`src/rtl/debouncer_pkg.sv`:
```
// Shared types and helpers for the debouncer array: per-channel FSM state
// encoding and the counter-width helper used to size the debounce counters.
package debouncer_pkg;

    typedef enum logic [1:0] {
        ZERO  = 2'b00,
        WAIT1 = 2'b01,
        ONE   = 2'b10,
        WAIT0 = 2'b11
    } db_state_e;

    // Bits needed to hold values 0..n-1; never narrower than one bit.
    function automatic int count_width(input int unsigned n);
        return (n < 2) ? 1 : $clog2(n);
    endfunction

endpackage

```
`src/rtl/debounce_channel.sv`:
```
// One debounce channel: 2-flop synchroniser, ZERO/WAIT1/ONE/WAIT0 FSM with a
// stability counter, edge pulses and (with LONG_PRESS_EN defined) long-press detection.
module debounce_channel
    import debouncer_pkg::*;
#(
    parameter int STABLE_CYCLES = 2_000_000,
    parameter int LONG_CYCLES   = 100_000_000
) (
    input  logic clk,
    input  logic reset_n,
    input  logic noisy,
    output logic debounced,
    output logic p_edge,
    output logic n_edge,
    output logic long_press
);

    localparam int CW = count_width(STABLE_CYCLES);
    localparam logic [CW-1:0] CNT_LAST = CW'(STABLE_CYCLES - 1);

    logic            sync_meta;
    logic            sync_q;
    db_state_e       state;
    db_state_e       next_state;
    logic [CW-1:0]   cnt;
    logic [CW-1:0]   cnt_next;
    logic            debounced_q;

    always_ff @(posedge clk or negedge reset_n) begin
        if (!reset_n) begin
            sync_meta <= 1'b0;
            sync_q    <= 1'b0;
        end else begin
            sync_meta <= noisy;
            sync_q    <= sync_meta;
        end
    end

    always_ff @(posedge clk or negedge reset_n) begin
        if (!reset_n) begin
            state       <= ZERO;
            cnt         <= '0;
            debounced_q <= 1'b0;
        end else begin
            state       <= next_state;
            cnt         <= cnt_next;
            debounced_q <= debounced;
        end
    end

    // Each WAIT state leaves at the terminal count, so the counter never wraps.
    always_comb begin
        next_state = state;
        cnt_next   = cnt;
        case (state)
            ZERO: begin
                if (sync_q) begin
                    next_state = WAIT1;
                    cnt_next   = '0;
                end
            end
            WAIT1: begin
                if (!sync_q) begin
                    next_state = ZERO;
                end else if (cnt == CNT_LAST) begin
                    next_state = ONE;
                end else begin
                    cnt_next = cnt + CW'(1);
                end
            end
            ONE: begin
                if (!sync_q) begin
                    next_state = WAIT0;
                    cnt_next   = '0;
                end
            end
            WAIT0: begin
                if (sync_q) begin
                    next_state = ONE;
                end else if (cnt == CNT_LAST) begin
                    next_state = ZERO;
                end else begin
                    cnt_next = cnt + CW'(1);
                end
            end
            default: begin
                next_state = ZERO;
                cnt_next   = '0;
            end
        endcase
    end

    assign debounced = (state == ONE) || (state == WAIT0);
    assign p_edge    = debounced & ~debounced_q;
    assign n_edge    = ~debounced & debounced_q;

`ifdef LONG_PRESS_EN
    localparam int LW = count_width(LONG_CYCLES + 1);
    localparam logic [LW-1:0] LP_MAX = LW'(LONG_CYCLES);
    localparam logic [LW-1:0] LP_PRE = LW'(LONG_CYCLES - 1);

    logic [LW-1:0] lp_cnt;
    logic          lp_pulse;

    // Counts accepted-high cycles; a WAIT0 glitch keeps debounced high so it does not restart.
    always_ff @(posedge clk or negedge reset_n) begin
        if (!reset_n) begin
            lp_cnt   <= '0;
            lp_pulse <= 1'b0;
        end else if (!debounced) begin
            lp_cnt   <= '0;
            lp_pulse <= 1'b0;
        end else begin
            if (lp_cnt != LP_MAX) begin
                lp_cnt <= lp_cnt + LW'(1);
            end
            lp_pulse <= (lp_cnt == LP_PRE);
        end
    end

    assign long_press = lp_pulse;
`else
    assign long_press = 1'b0;
`endif

endmodule

```
`src/rtl/debouncer_array.sv`:
```
// Array of CH independent debounce channels sharing one clock and reset.
// Optional long-press detection is enabled by defining LONG_PRESS_EN.
module debouncer_array
    import debouncer_pkg::*;
#(
    parameter int CH            = 4,
    parameter int STABLE_CYCLES = 2_000_000,
    parameter int LONG_CYCLES   = 100_000_000
) (
    input  logic          clk,
    input  logic          reset_n,
    input  logic [CH-1:0] noisy,
    output logic [CH-1:0] debounced,
    output logic [CH-1:0] p_edge,
    output logic [CH-1:0] n_edge,
    output logic [CH-1:0] any_edge,
    output logic [CH-1:0] long_press
);

    for (genvar i = 0; i < CH; i++) begin : g_ch
        debounce_channel #(
            .STABLE_CYCLES (STABLE_CYCLES),
            .LONG_CYCLES   (LONG_CYCLES)
        ) u_channel (
            .clk        (clk),
            .reset_n    (reset_n),
            .noisy      (noisy[i]),
            .debounced  (debounced[i]),
            .p_edge     (p_edge[i]),
            .n_edge     (n_edge[i]),
            .long_press (long_press[i])
        );
    end

    assign any_edge = p_edge | n_edge;

endmodule

```
`config.mk`:
```
export PLATFORM = sky130hd
export DESIGN_NAME = debouncer_array
export DESIGN_NICKNAME = d
export VERILOG_FILES = /design/src/rtl/debouncer_pkg.sv /design/src/rtl/debounce_channel.sv /design/src/rtl/debouncer_array.sv
export SDC_FILE = /design/constraint.sdc
export NUM_CORES = 1
export LEC_CHECK = 0
export CORE_MARGIN = 5
export CORE_UTILIZATION = 40
export DETAILED_ROUTE_END_ITERATION = 7
export PLACE_DENSITY = 0.57
export SYNTH_ARGS = -nofsm -noshare
export SYNTH_HDL_FRONTEND = slang
export SYNTH_SLANG_ARGS = --single-unit
```
`constraint.sdc`:
```
create_clock -name clk -period 6.28 [get_ports clk]
set_input_delay 0.942 -clock clk [delete_from_list [all_inputs] [get_ports clk]]
set_output_delay 0.942 -clock clk [all_outputs]
set_load 0.01 [all_outputs]
```
# --- Yosys cells after proc, flatten, opt, wreduce, memory -nomap -nowiden ---
# Index checks and enable logic that the tools add are counted.
totals:
  reg_bits: 104
  latch_bits: 0
  mem_bits_rw: 0
  mem_bits_ro: 0
  inputBits: 6
  out_inout_bits: 20
  elab_cells: 149
  n_memories: 0
op_classes:
  addsub: 4
  multipliers: 0
  div: 0
  n_lt_le_gt_ge: 0
  eq_ne: 40
  shift: 0
  muxes: 52
  bitwise_logic: 17
  reduce_logical: 16
ops:
  columns: ["cell", "n"]
  rows:
  - ["$mux W21", 20]
  - ["$pmux W21 S4", 4]
  - ["$add A21 B1 Y21 const B", 4]
  - ["$eq A21 B21 Y1 const B", 4]
  - ["$mux W2", 24]
  - ["$pmux W2 S4", 4]
  - ["$reduce_and A4 Y1", 8]
  - ["$eq A2 B2 Y1 const B", 8]
  - ["$ne A2 B1 Y1 const B", 8]
  - ["$ne A2 B2 Y1 const B", 8]
  - ["$ne A3 B1 Y1 const B", 4]
  - ["$ne A3 B3 Y1 const B", 4]
  - ["$and A1 B1 Y1", 8]
  - ["$eq A2 B1 Y1 const B", 4]
  - ["$logic_not A2 Y1", 4]
  - ["$not A1 Y1", 8]
  - ["$logic_or A1 B1 Y1", 4]
  - ["$or A4 B4 Y4", 1]

# --- Depth between registers and ports, before layout ---
# Gate-level depths: netlist of the first run.
logic_depth:
  word_depth: 5
  ltp_mapped: 8

# --- Modules after synthesis ---
# From an unflattened synthesis of the first run, not the netlist that was laid out.
hier_totals:
  cells_unflattened: 565
  area_unflattened_um2: 5592.9
by_module_without_submodules:
  columns: ["module", "n_inst", "cells_each", "area_each_um2", "seq_area_each_um2"]
  rows:
  - ["debounce_channel (g_ch[0].u_channel ...)", 3, 141, 1391.3, 650.6]
  - ["debounce_channel (g_ch[3].u_channel)", 1, 138, 1393.8, 650.6]
  - ["debouncer_array", 1, 4, 25.0, 0.0]

# --- Worst setup path before layout of the first run ---
# Ideal clock, no wire load.
synth_path:
  path_type: "register to register"
  startpoint: "register g_ch[1].u_channel.cnt[11]"
  endpoint: "register (tool-made name)"
  setup_ps: 125
  arrival_ps: 1909
  t_required_ps: 6155
  setup_slack_ps: 4246
  path_stages_with_launch: 8
  path_buffers: 2
  period_less_slack_ps: 2034
  cell_sequence: "dfrtp_1 -> buf_6 -> or4b_4 -> nor4_4 -> and2_4 -> buf_6 -> nand2_2 -> mux2_4"
synth_rtl:
  columns: ["element", "line_no", "rtl"]
  rows:
  - ["start: declaration", "debounce_channel.sv:25", "logic [CW-1:0] cnt;"]
  - ["start signal: assignment", "debounce_channel.sv:46", "cnt <= cnt_next;"]

==> results of run 1 <==
==> per-stage QoR <==
step / area [um^2] / cells
6_report: 6310 / 809
2_1_floorplan: 5800 / 630
5_1_grt: 6310 / 809
3_5_place_dp: 6030 / 796
4_1_cts: 6310 / 809
3_3_place_gp: 6030 / 796
==> registers in the layout, summed over array words and instances (netlist names), named ones only <==
register                    cells
g_ch.u_channel.sync_q           4
g_ch.u_channel.cnt             84
g_ch.u_channel.sync_meta        4
g_ch.u_channel.state            4
g_ch.u_channel.debounced_q      4
==> cells in the mapped netlist, types with 5 or more instances <==
library cell  instances
or4_1                 5
a31oi_1               7
nor3_1               19
a22o_1                7
clkbuf_1             20
nor2_1               47
o311ai_0              8
nand3_1              37
xor2_1               17
nand4_1              22
o211ai_1             17
nor4_1                9
o21ai_0              27
dfrtp_1             104
a21oi_1              21
mux2_2                5
or3_1                13
and3_1               13
inv_1                25
ha_1                 12
xnor2_1              10
buf_4                17
and2_1                7
nand2_1              77
mux2i_1              10
nor3b_1               7
==> kinds of logic after synthesis <==
group                    share of synthesized area (%)
buffers and inverters                             5.83
AND/OR/NAND/NOR                                   25.9
multiplexers                                      2.96
flip-flops                                        44.9
adder cells (fa/ha/maj)                           2.59
XOR/XNOR                                          4.08
AO/OA/AOI/OAI                                     13.6
other                                           0.0648
==> worst reg2reg max path, cell delays in order, from the launching register on <==
cell and delay (ps):
dfrtp_1 410, ha_1 250, and4_1 270, nand3_1 110, nor2_1 660, mux2_2 410, a22o_1 180
==> worst min-delay path by stage <==
stage / from / to / cells past startpoint
after global placement: g_ch[2].u_channel.sync_meta$_DFF_PN0_ / g_ch[2].u_channel.sync_q$_DFF_PN0_ / 0
after floorplan: g_ch[0].u_channel.sync_meta$_DFF_PN0_ / g_ch[0].u_channel.sync_q$_DFF_PN0_ / 0
after detailed placement: g_ch[1].u_channel.sync_meta$_DFF_PN0_ / g_ch[1].u_channel.sync_q$_DFF_PN0_ / 0
final: g_ch[2].u_channel.sync_meta$_DFF_PN0_ / g_ch[2].u_channel.sync_q$_DFF_PN0_ / 0
after global routing: g_ch[3].u_channel.sync_meta$_DFF_PN0_ / g_ch[3].u_channel.sync_q$_DFF_PN0_ / 0
after CTS: g_ch[2].u_channel.sync_meta$_DFF_PN0_ / g_ch[2].u_channel.sync_q$_DFF_PN0_ / 0
==> per-layer routing <==
layer / vias up / wire length, um / global-route usage, %
li1: 2249 / - / -
met1: 2235 / 5830 / 20.4
met2: 67 / 5570 / 23.6
met3: 10 / 438 / 4.09
met4: 0 / 127 / 4.16
met5: - / 0 / 0
==> power groups by stage <==
stage / Combinational [mW] / Sequential (mW) / Clock [mW]
after floorplan: 0.0612 / 0.729 / 0
after global placement: 0.0838 / 0.739 / 0
after detailed placement: 0.0860 / 0.741 / 0
after CTS: 0.0861 / 0.728 / 0.571
after global routing: 0.0986 / 0.733 / 0.593
final: 0.0842 / 0.729 / 0.549
==> cell type report <==
type / count / area [um^2]
clock inverter: 1 / 30.0
multi-input combinational: 458 / 2870
inverter: 25 / 93.8
sequential: 104 / 2600
fill: 1370 / 8060
clock buffer: 12 / 246
tap: 184 / 230
timing repair buffer: 25 / 238
==> results.md, run 1 <==
- Synth top area share: 44.9%
- Hold Path Class: reg2reg
- Levels on crit path: 3
- Row cnt: 44
- Fmax: around 0.37 GHz
- Yosys warnings: 0
- Die H: about 130 um
- CP max FO: 7
- Commonest non-fill, non-tap cell in the layout: dfrtp_1
- Root buffer cell: clkbuf_16
- GP Congestion: a little over 0.8
- Net Sw Frac: between 20% and 30%
- P_sw: between 0.3 and 0.4 mW
- # port buffers: 21
- Total negative slack: 0 ps
- DRC: 0
- Drt first-iter violations: approximately 260
- Layout area overhead: 8.97%
- Comb power frac: 6.2%
- Clock sinks: between 100 and 150
- Sequential share of power: 53.5%
- Period utilization: 42.7%
- Final WL: 12.0 mm
- Cell family with most CP delay: buffers and inverters
- Post-cts repair resize count: 0
- Worst-case clock buffer depth: 2
- Clk pwr share: approximately two fifths
- Reg2Reg Depth: 6
- CP required: approximately 5300 ps
- Critical Path Max Stage Delay: about 530 ps
- Share of layout cells above drive strength 1: 4.96%
- Reg-to-reg slack, setup: between 3000 and 4000 ps
- Most frequent cells in the layout: 104 x dfrtp_1, 77 x nand2_1, 47 x nor2_1
- Largest net degree at the start of global routing: 64
- WS Path Type: reg2out
- CTS tree: built
- Cell-internal power: just over 1 mW
- Worst r2r src: g_ch[2].u_channel.cnt[0]$_DFFE_PN0P_
- Inserted Diodes: 0
- Final slew viol count: 0
- Pwr Total: between 1 and 1.5 mW
- Area contributors post-synth: dfrtp_1 45%, nand2_1 5.0%, nand3_1 3.2%, nor2_1 3.0%, ha_1 2.6%
- # hold bufs at CTS: 0
- Nature of the critical path startpoint: flip-flop
- Async SR Flop Fraction: between 90% and 100%
- Setup violations, final: 0
- Outcome: complete, no violations
- Vias: 4561
- CTS H-tree depth: 3
- Dpl ws: about 3900 ps
- Worst R2R End: g_ch[2].u_channel.cnt[0]$_DFFE_PN0P_
- Worst hold slack: roughly 350 ps
- Antenna violations before repair: 0
- Worst ir drop on vdd: about 0.00014 V
- Critical path cell sequence: ha_1 > inv_1 > clkdlybuf4s50_1
- Number of distinct library cells after synthesis: 58
- Router iterations before antenna repair: 4
- CP bufs+invs: 2
- Drt wl/cell: 14.8 um
- Critical Path End: any_edge[3]
- EDFF count, synth: 0
- Tmin final: 2680 ps
- Worst clock skew: roughly 6.4 ps
- Yosys top cell by area: dfrtp_1
- Global-route usage over all layers: 15.0%
- Post-CTS Setup Inserts: 0
- DP HPWL: between 8 and 9 mm
- CP Data Arrival Time: between 1500 and 2000 ps
- CP endpoint kind: primary output
- Detail Route Antenna Nets: 0
- Grt total ovfl: 0
- Clock-pin slew on the worst setup and hold paths: roughly 70 ps
- Vias per cell: roughly 5.6
- Die span in x: approximately 130 um
- Least-Margin Pin Slew: roughly 820 ps
- Syn Area/Cell: 9.24 um^2
- Synth Instances: 627
- Pwr Density: 216 nW/um^2
- Die area: around 17000 um^2
- Core Area: 14400 um^2
- Rel. slew slack: 44.9%
- Leak: about 2.6 nW
- Fin. Hold Viols: 0
- I/O pin total: 26
- Max-Cap Viols: 0
- Most used flip-flop cell after synthesis: dfrtp_1
- Post-synthesis sequential area ratio: between 40 and 50%
- Vias in the first global route: about 4200
- Post-synthesis register bit count: 104
- Final worst slack: 3600 ps
- Clock latency on the worst-skew pair: between 300 and 400 ps
- Starting density of the core: between 40% and 50%
- Post-layout net count: approximately 640
- RSZ-0062 raised after global routing: no
- Final Util: between 40% and 50%
- First-pass GRT wire length: between 20 and 25 mm
- Crit-path slowest cell: clkdlybuf4s50_1
- Post-Syn Area: a little under 6000 um^2
- Clock buffer count from CTS: 9
Note: power is estimated with default switching activity, not from simulation.
==> run 2: changes to the inputs <==
--- a/config.mk
+++ b/config.mk
@@ -8,7 +8,7 @@
 export CORE_MARGIN = 5
 export CORE_UTILIZATION = 40
 export DETAILED_ROUTE_END_ITERATION = 7
-export PLACE_DENSITY = 0.57
+export PLACE_DENSITY = 0.59
 export SYNTH_ARGS = -nofsm -noshare
 export SYNTH_HDL_FRONTEND = slang
 export SYNTH_SLANG_ARGS = --single-unit
==> constraint.sdc (replaced) <==
create_clock -name clk -period 2.4 [get_ports clk]
set_input_delay 0.36 -clock clk [delete_from_list [all_inputs] [get_ports clk]]
set_output_delay 0.36 -clock clk [all_outputs]
set_load 0.01 [all_outputs]
==> results.md, run 2 (same netlist as run 1, synthesis figures left out) <==
- Vias in the first global route: 4453 (+5.2%)
- Starting density of the core: 40.3% (unchanged)
- Hold path endpoint: g_ch[3].u_channel.sync_q$_DFF_PN0_
- Antenna violations before repair: 0 (unchanged)
- Die span in x: 130 um (unchanged)
- Core Area: 14400 um^2 (unchanged)
- CP endpoint kind: flip-flop
- # port buffers: 21 (unchanged)
- Post-CTS Setup Inserts: 0 (unchanged)
- Worst ir drop on vdd: 0.000355 V (+160%)
- Final Util: 45.1% (+1.2 points)
- Most frequent cells in the layout: 104 x dfrtp_1, 77 x nand2_1, 47 x nor2_1
- Share of layout cells above drive strength 1: 7.92% (+3.0 points)
- Max-Cap Viols: 0 (unchanged)
- Leak: 2.68 nW (+3.4%)
- Row cnt: 44 (unchanged)
- Post-placement cell count: 811 (+1.9%)
- Period utilization: around nine tenths
- Clock latency on the worst-skew pair: 350 ps (about the same)
- Worst clock skew: 10.6 ps (+4.27 ps)
- Inserted Diodes: 0 (unchanged)
- DRC: 0 (unchanged)
- Critical Path Source: g_ch[3].u_channel.cnt[0]$_DFFE_PN0P_
- Worst R2R End: g_ch[3].u_channel.cnt[13]$_DFFE_PN0P_
- First-pass GRT wire length: 21.1 mm (+2.0%)
- Worst-case clock buffer depth: 2 (unchanged)
- Worst r2r src: g_ch[3].u_channel.cnt[0]$_DFFE_PN0P_
- CTS tree: built
- RSZ-0062 raised after global routing: no
- Top reg by flops: g_ch.u_channel.cnt
- CP max FO: 12 (+5)
- Grt total ovfl: 0 (unchanged)
- Vias: 4638 (+1.7%)
- Clock-pin slew on the worst setup and hold paths: 70 ps (about the same)
- Fmax: about 0.45 GHz
- Router iterations before antenna repair: 5 (+1)
- Least-Margin Pin Slew: 842 ps (+18.9 ps)
- Die H: 130 um (unchanged)
- Rel. slew slack: 43.6% (-1.3 points)
- Reg-to-reg slack, setup: 200 ps (-3680 ps)
- Reg2Reg Depth: 6 (unchanged)
- Post-layout net count: 657 (+2.5%)
- Pwr Density: 565 nW/um^2 (+160%)
- Global-route usage over all layers: 15.1% (+0.14 points)
- Max reg flops: 84 (unchanged)
- Commonest non-fill, non-tap cell in the layout: dfrtp_1
- Final WL: 12.1 mm (+0.80%)
- Drt first-iter violations: 395 (+50%)
- Tmin final: between 2000 and 2500 ps
- CP Data Arrival Time: 2430 ps (+690 ps)
- Vias per cell: 5.60 (-0.65%)
- Root buffer cell: clkbuf_16
- Outcome: complete, no violations
- Drt wl/cell: 14.6 um (-1.5%)
- Fin cells: 828 (+2.3%)
- Layout area overhead: 11.9%
- Hold Startpoint: g_ch[3].u_channel.sync_meta$_DFF_PN0_
- DP HPWL: 8.17 mm (+1.2%)
- Hold Path Class: reg2reg
- Hold path depth: 0 (unchanged)
- Clock sinks: 104 (unchanged)
- Die area: 17000 um^2 (unchanged)
- CP required: 2630 ps (-2710 ps)
- Detail Route Antenna Nets: 0 (unchanged)
- Setup violations, final: 0 (unchanged)
- Nature of the critical path startpoint: flip-flop
- Final slew viol count: 0 (unchanged)
- WS Path Type: reg2reg
- Fin. Hold Viols: 0 (unchanged)
- CTS H-tree depth: 3 (unchanged)
- Total negative slack: 0 ps (unchanged)
- I/O pin total: 26 (unchanged)
- Largest net degree at the start of global routing: 54 (-16%)
- GP Congestion: 0.838 (+2.6%)
- Clock buffer count from CTS: 9 (unchanged)
==> run 2: cell count changes in the layout (fill, tap and decap cells not counted) <==
cell,before,now
clkinvlp_4,0,3
clkbuf_1,2,1
buf_4,5,19
buf_12,0,1
dlygate4sd3_1,0,1
a21oi_1,21,20
clkbuf_8,1,2
a21oi_2,0,1
==> run 2: metrics by stage <==
stage,worst slack [ps],total power [mW],cell area (um^2),hold slack [ps]
after detailed placement,213,2.18,6160,340
after global placement,269,2.16,6160,335
after global routing,13.6,3.84,6480,368
final,202,3.66,6480,351
after CTS,198,3.72,6480,356
after floorplan,366,2.07,5800,64.4
==> run 2: layout make-up <==
type / instances / area [um^2]
clock inverters: 4 / 52.6
inverters: 25 / 93.8
fillers: 1353 / 7890
repair buffers: 41 / 373
well taps: 184 / 230
multi-input cells: 458 / 2870
clock buffers: 12 / 256
flip-flops and latches: 104 / 2600
==> run 2: what timing repair did <==
item / in CTS / in global routing
hold endpoints to repair: 27 / 0
hold buffers: 1 / 0
setup endpoints to repair: 0 / 2
gates resized for setup: 0 / 1
==> run 2: worst max path at each step <==
stage                                                 end  slack, ps  cells after the start
finish              g_ch[3].u_channel.cnt[13]$_DFFE_PN0P_        200                      6
global route        g_ch[3].u_channel.cnt[13]$_DFFE_PN0P_         10                      6
CTS                 g_ch[3].u_channel.cnt[10]$_DFFE_PN0P_        200                      6
detailed placement  g_ch[3].u_channel.cnt[10]$_DFFE_PN0P_        210                      6
global placement    g_ch[3].u_channel.cnt[13]$_DFFE_PN0P_        270                      6
floorplan                                       flip-flop        370                      7
==> run 2: worst max-delay path: stages, from the launching register on <==
cell and delay, ps:
dfrtp_1 390, ha_1 220, nand2_1 80, or3_1 500, o311a_1 550, a41oi_1 280
a31oi_1 60
==> run 2: power breakdown <==
group / internal (mW) / switching [mW] / leakage [nW] / total (mW)
registers: 1.82 / 0.0888 / 1.41 / 1.90
clock network: 0.866 / 0.652 / 0.141 / 1.52
logic: 0.0911 / 0.148 / 1.12 / 0.239
total: 2.77 / 0.888 / 2.68 / 3.66
==> run 2: routing by layer <==
| metal | part of all wire [%] | GRT usage (%) | vias to the layer above |
|---|---|---|---|
| met5 | 0 | 0 | - |
| met4 | 0.85 | 3.36 | 0 |
| met3 | 3.7 | 3.89 | 9 |
| met2 | 48 | 24.4 | 87 |
| met1 | 48 | 20.5 | 2260 |
| li1 | - | - | 2282 |
==> run 3: changes to the inputs <==
--- a/config.mk
+++ b/config.mk
@@ -6,9 +6,9 @@
 export NUM_CORES = 1
 export LEC_CHECK = 0
 export CORE_MARGIN = 5
-export CORE_UTILIZATION = 40
+export CORE_UTILIZATION = 48
 export DETAILED_ROUTE_END_ITERATION = 7
-export PLACE_DENSITY = 0.59
+export PLACE_DENSITY = 0.68
 export SYNTH_ARGS = -nofsm -noshare
 export SYNTH_HDL_FRONTEND = slang
 export SYNTH_SLANG_ARGS = --single-unit
==> results.md, run 3 (same netlist as run 1, synthesis figures left out) <==
- Clock-pin slew on the worst setup and hold paths: 80 ps (about the same)
- Leak: 2.65 nW (-0.84%)
- Fin cells: 788 (-4.8%)
- Critical path cell sequence: ha_1 > nand2_1 > or3_1 > o311a_1 > a41oi_1 > a31oi_1
- Antenna violations before repair: 0 (unchanged)
- Core Area: 11900 um^2 (-17%)
- Crit-path slowest cell: o311a_1
- Root buffer cell: clkbuf_16
- Inserted Diodes: 0 (unchanged)
- Row cnt: 40 (-9.1%)
- Clock latency on the worst-skew pair: 360 ps (about the same)
- Global-route usage over all layers: 17.9% (+2.7 points)
- CP max FO: 12 (unchanged)
- Worst ir drop on vdd: 0.000435 V (+23%)
- Final WL: 12.0 mm (-0.51%)
- Vias in the first global route: 4621 (+3.8%)
- Least-Margin Pin Slew: 720 ps (-122 ps)
- Clock buffer count from CTS: 9 (unchanged)
- RSZ-0062 raised after global routing: no
- Die H: 120 um (-8.0%)
- Fmax: 0.459 GHz (+0.83%)
- Most frequent cells in the layout: 104 x dfrtp_1, 77 x nand2_1, 47 x nor2_1
- Vias: 4679 (+0.88%)
- DP HPWL: 8.19 mm (+0.26%)
- CTS H-tree depth: 3 (unchanged)
- Total negative slack: 0 ps (unchanged)
- # hold bufs at CTS: 0 (-1)
- CP Data Arrival Time: 2420 ps (about the same)
- Max reg flops: 84 (unchanged)
- Starting density of the core: 48.6% (+8.3 points)
- Fin. Hold Viols: 0 (unchanged)
- Detail Route Antenna Nets: 0 (unchanged)
- Filler cells: 1095 (-19%)
- Outcome: complete, no violations
- DRC: 0 (unchanged)
- Drt first-iter violations: 337 (-15%)
- Critical Path Max Stage Delay: 550 ps (about the same)
- Critical Path Source: g_ch[3].u_channel.cnt[0]$_DFFE_PN0P_
- CP required: 2640 ps (about the same)
- Layout area overhead: 10.2%
- Tmin final: 2180 ps (-18.1 ps)
- Post-placement cell count: 772 (-4.8%)
- Nature of the critical path startpoint: flip-flop
- Drt wl/cell: 15.2 um (+4.5%)
- Worst r2r src: g_ch[3].u_channel.cnt[0]$_DFFE_PN0P_
- Vias per cell: 5.94 (+6.0%)
- Top reg by flops: g_ch.u_channel.cnt
- Comb power frac: 6.7% (+0.2 points)
- Worst clock skew: 9.64 ps (-0.988 ps)
- # port buffers: 21 (unchanged)
- Final slew viol count: 0 (unchanged)
- Rel. slew slack: 51.8% (+8.2 points)
- Worst-case clock buffer depth: 2 (unchanged)
- Router iterations before antenna repair: 4 (-1)
- Net Sw Frac: 26.5% (+2.2 points)
- CP endpoint kind: flip-flop
- GP Congestion: 0.910 (+8.6%)
- Cell-internal power: 2.62 mW (-5.6%)
- Clock sinks: 104 (unchanged)
- WS Path Type: reg2reg
- Die span in x: 120 um (-8.0%)
- Sequential share of power: 53.4% (+1.4 points)
- Hold Path Class: in2async
- Largest net degree at the start of global routing: 47 (-13%)
- I/O pin total: 26 (unchanged)
- Grt total ovfl: 0 (unchanged)
- Share of layout cells above drive strength 1: 7.80% (-0.12 points)
- First-pass GRT wire length: 21.4 mm (+1.5%)
- Max-Cap Viols: 0 (unchanged)
- P_sw: 0.942 mW (+6.0%)
- Die area: 14400 um^2 (-15%)
- Pwr Density: 558 nW/um^2 (-1.3%)
- Clk pwr share: 39.9% (-1.6 points)
- Commonest non-fill, non-tap cell in the layout: dfrtp_1
- Post-layout net count: 654 (-0.46%)
- Period utilization: 90.8% (-0.75 points)
- CTS tree: built
- Setup violations, final: 0 (unchanged)
## run 3: changes by cell type in the layout (fill, tap and decap cells not counted), moves of 2 or more
| cell | change |
|---|---|
| buf_4 | -2 |
| clkbuf_8 | -2 |
| clkinv_4 | +2 |
| inv_6 | +2 |
## run 3: critical path: cells and delay by family (launching register included)
kind / cells / cell delay [ps]
AOI/OAI and AO/OA: 3 / 880
and+or+nand+nor: 2 / 580
DFF: 1 / 390
adders and majority gates: 1 / 220
## run 3: what timing repair did
action,4_1_cts,5_1_grt
buffers inserted,0,0
endpoints found under the setup margin,0,1
gates resized for setup,0,1
## run 3: worst paths after layout
kind	to	slack (ps)	cells after the start
max in group asynchronous	g_ch[3].u_channel.cnt[4]$_DFFE_PN0P_	1680	2
max reg2reg	g_ch[3].u_channel.cnt[13]$_DFFE_PN0P_	220	6
min reg2reg	g_ch[0].u_channel.sync_q$_DFF_PN0_	350	0
min in group clk	g_ch[0].u_channel.sync_q$_DFF_PN0_	350	0
min	g_ch[0].u_channel.debounced_q$_DFF_PN0_	10	1
max	g_ch[3].u_channel.cnt[13]$_DFFE_PN0P_	220	6
## run 3: through the flow
stage | utilization [%] | area [um^2] | power, mW | setup WS, ps | hold slack, ps
after floorplan | - | 5800 | 2.07 | 366 | 64.4
after global placement | 51.2 | 6100 | 2.16 | 281 | 331
after detailed placement | 51.2 | 6100 | 2.18 | 223 | 340
after CTS | 53.5 | 6380 | 3.62 | 210 | 35.5
after global routing | 53.6 | 6380 | 3.73 | 52.5 | 67.3
final | 53.6 | 6380 | 3.56 | 220 | 14.3
## run 3: area by class of cell
class,instances,area (um^2),area share (%)
inverters,25,93.8,1.47
multi-input cells,458,2870,45.0
clock inverters,7,55.1,0.863
flip-flops and latches,104,2600,40.8
clock buffers,9,225,3.53
repair buffers,38,348,5.45
well taps,147,184,2.88
## run 3: power groups by stage
stage / sequential (mW) / clock, mW / combinational, mW
floorplan: 1.91 / 0 / 0.160
global placement: 1.93 / 0 / 0.236
detailed placement: 1.93 / 0 / 0.244
CTS: 1.90 / 1.47 / 0.245
global route: 1.92 / 1.53 / 0.280
finish: 1.90 / 1.42 / 0.239
## run 3: routing by layer
layer | vias up | GRT usage (%) | wire length [um]
li1 | 2277 | - | -
met5 | - | 0 | 0
met4 | 0 | 5.44 | 144
met1 | 2274 | 23.9 | 5670
met3 | 17 | 5.09 | 634
met2 | 111 | 28.2 | 5550
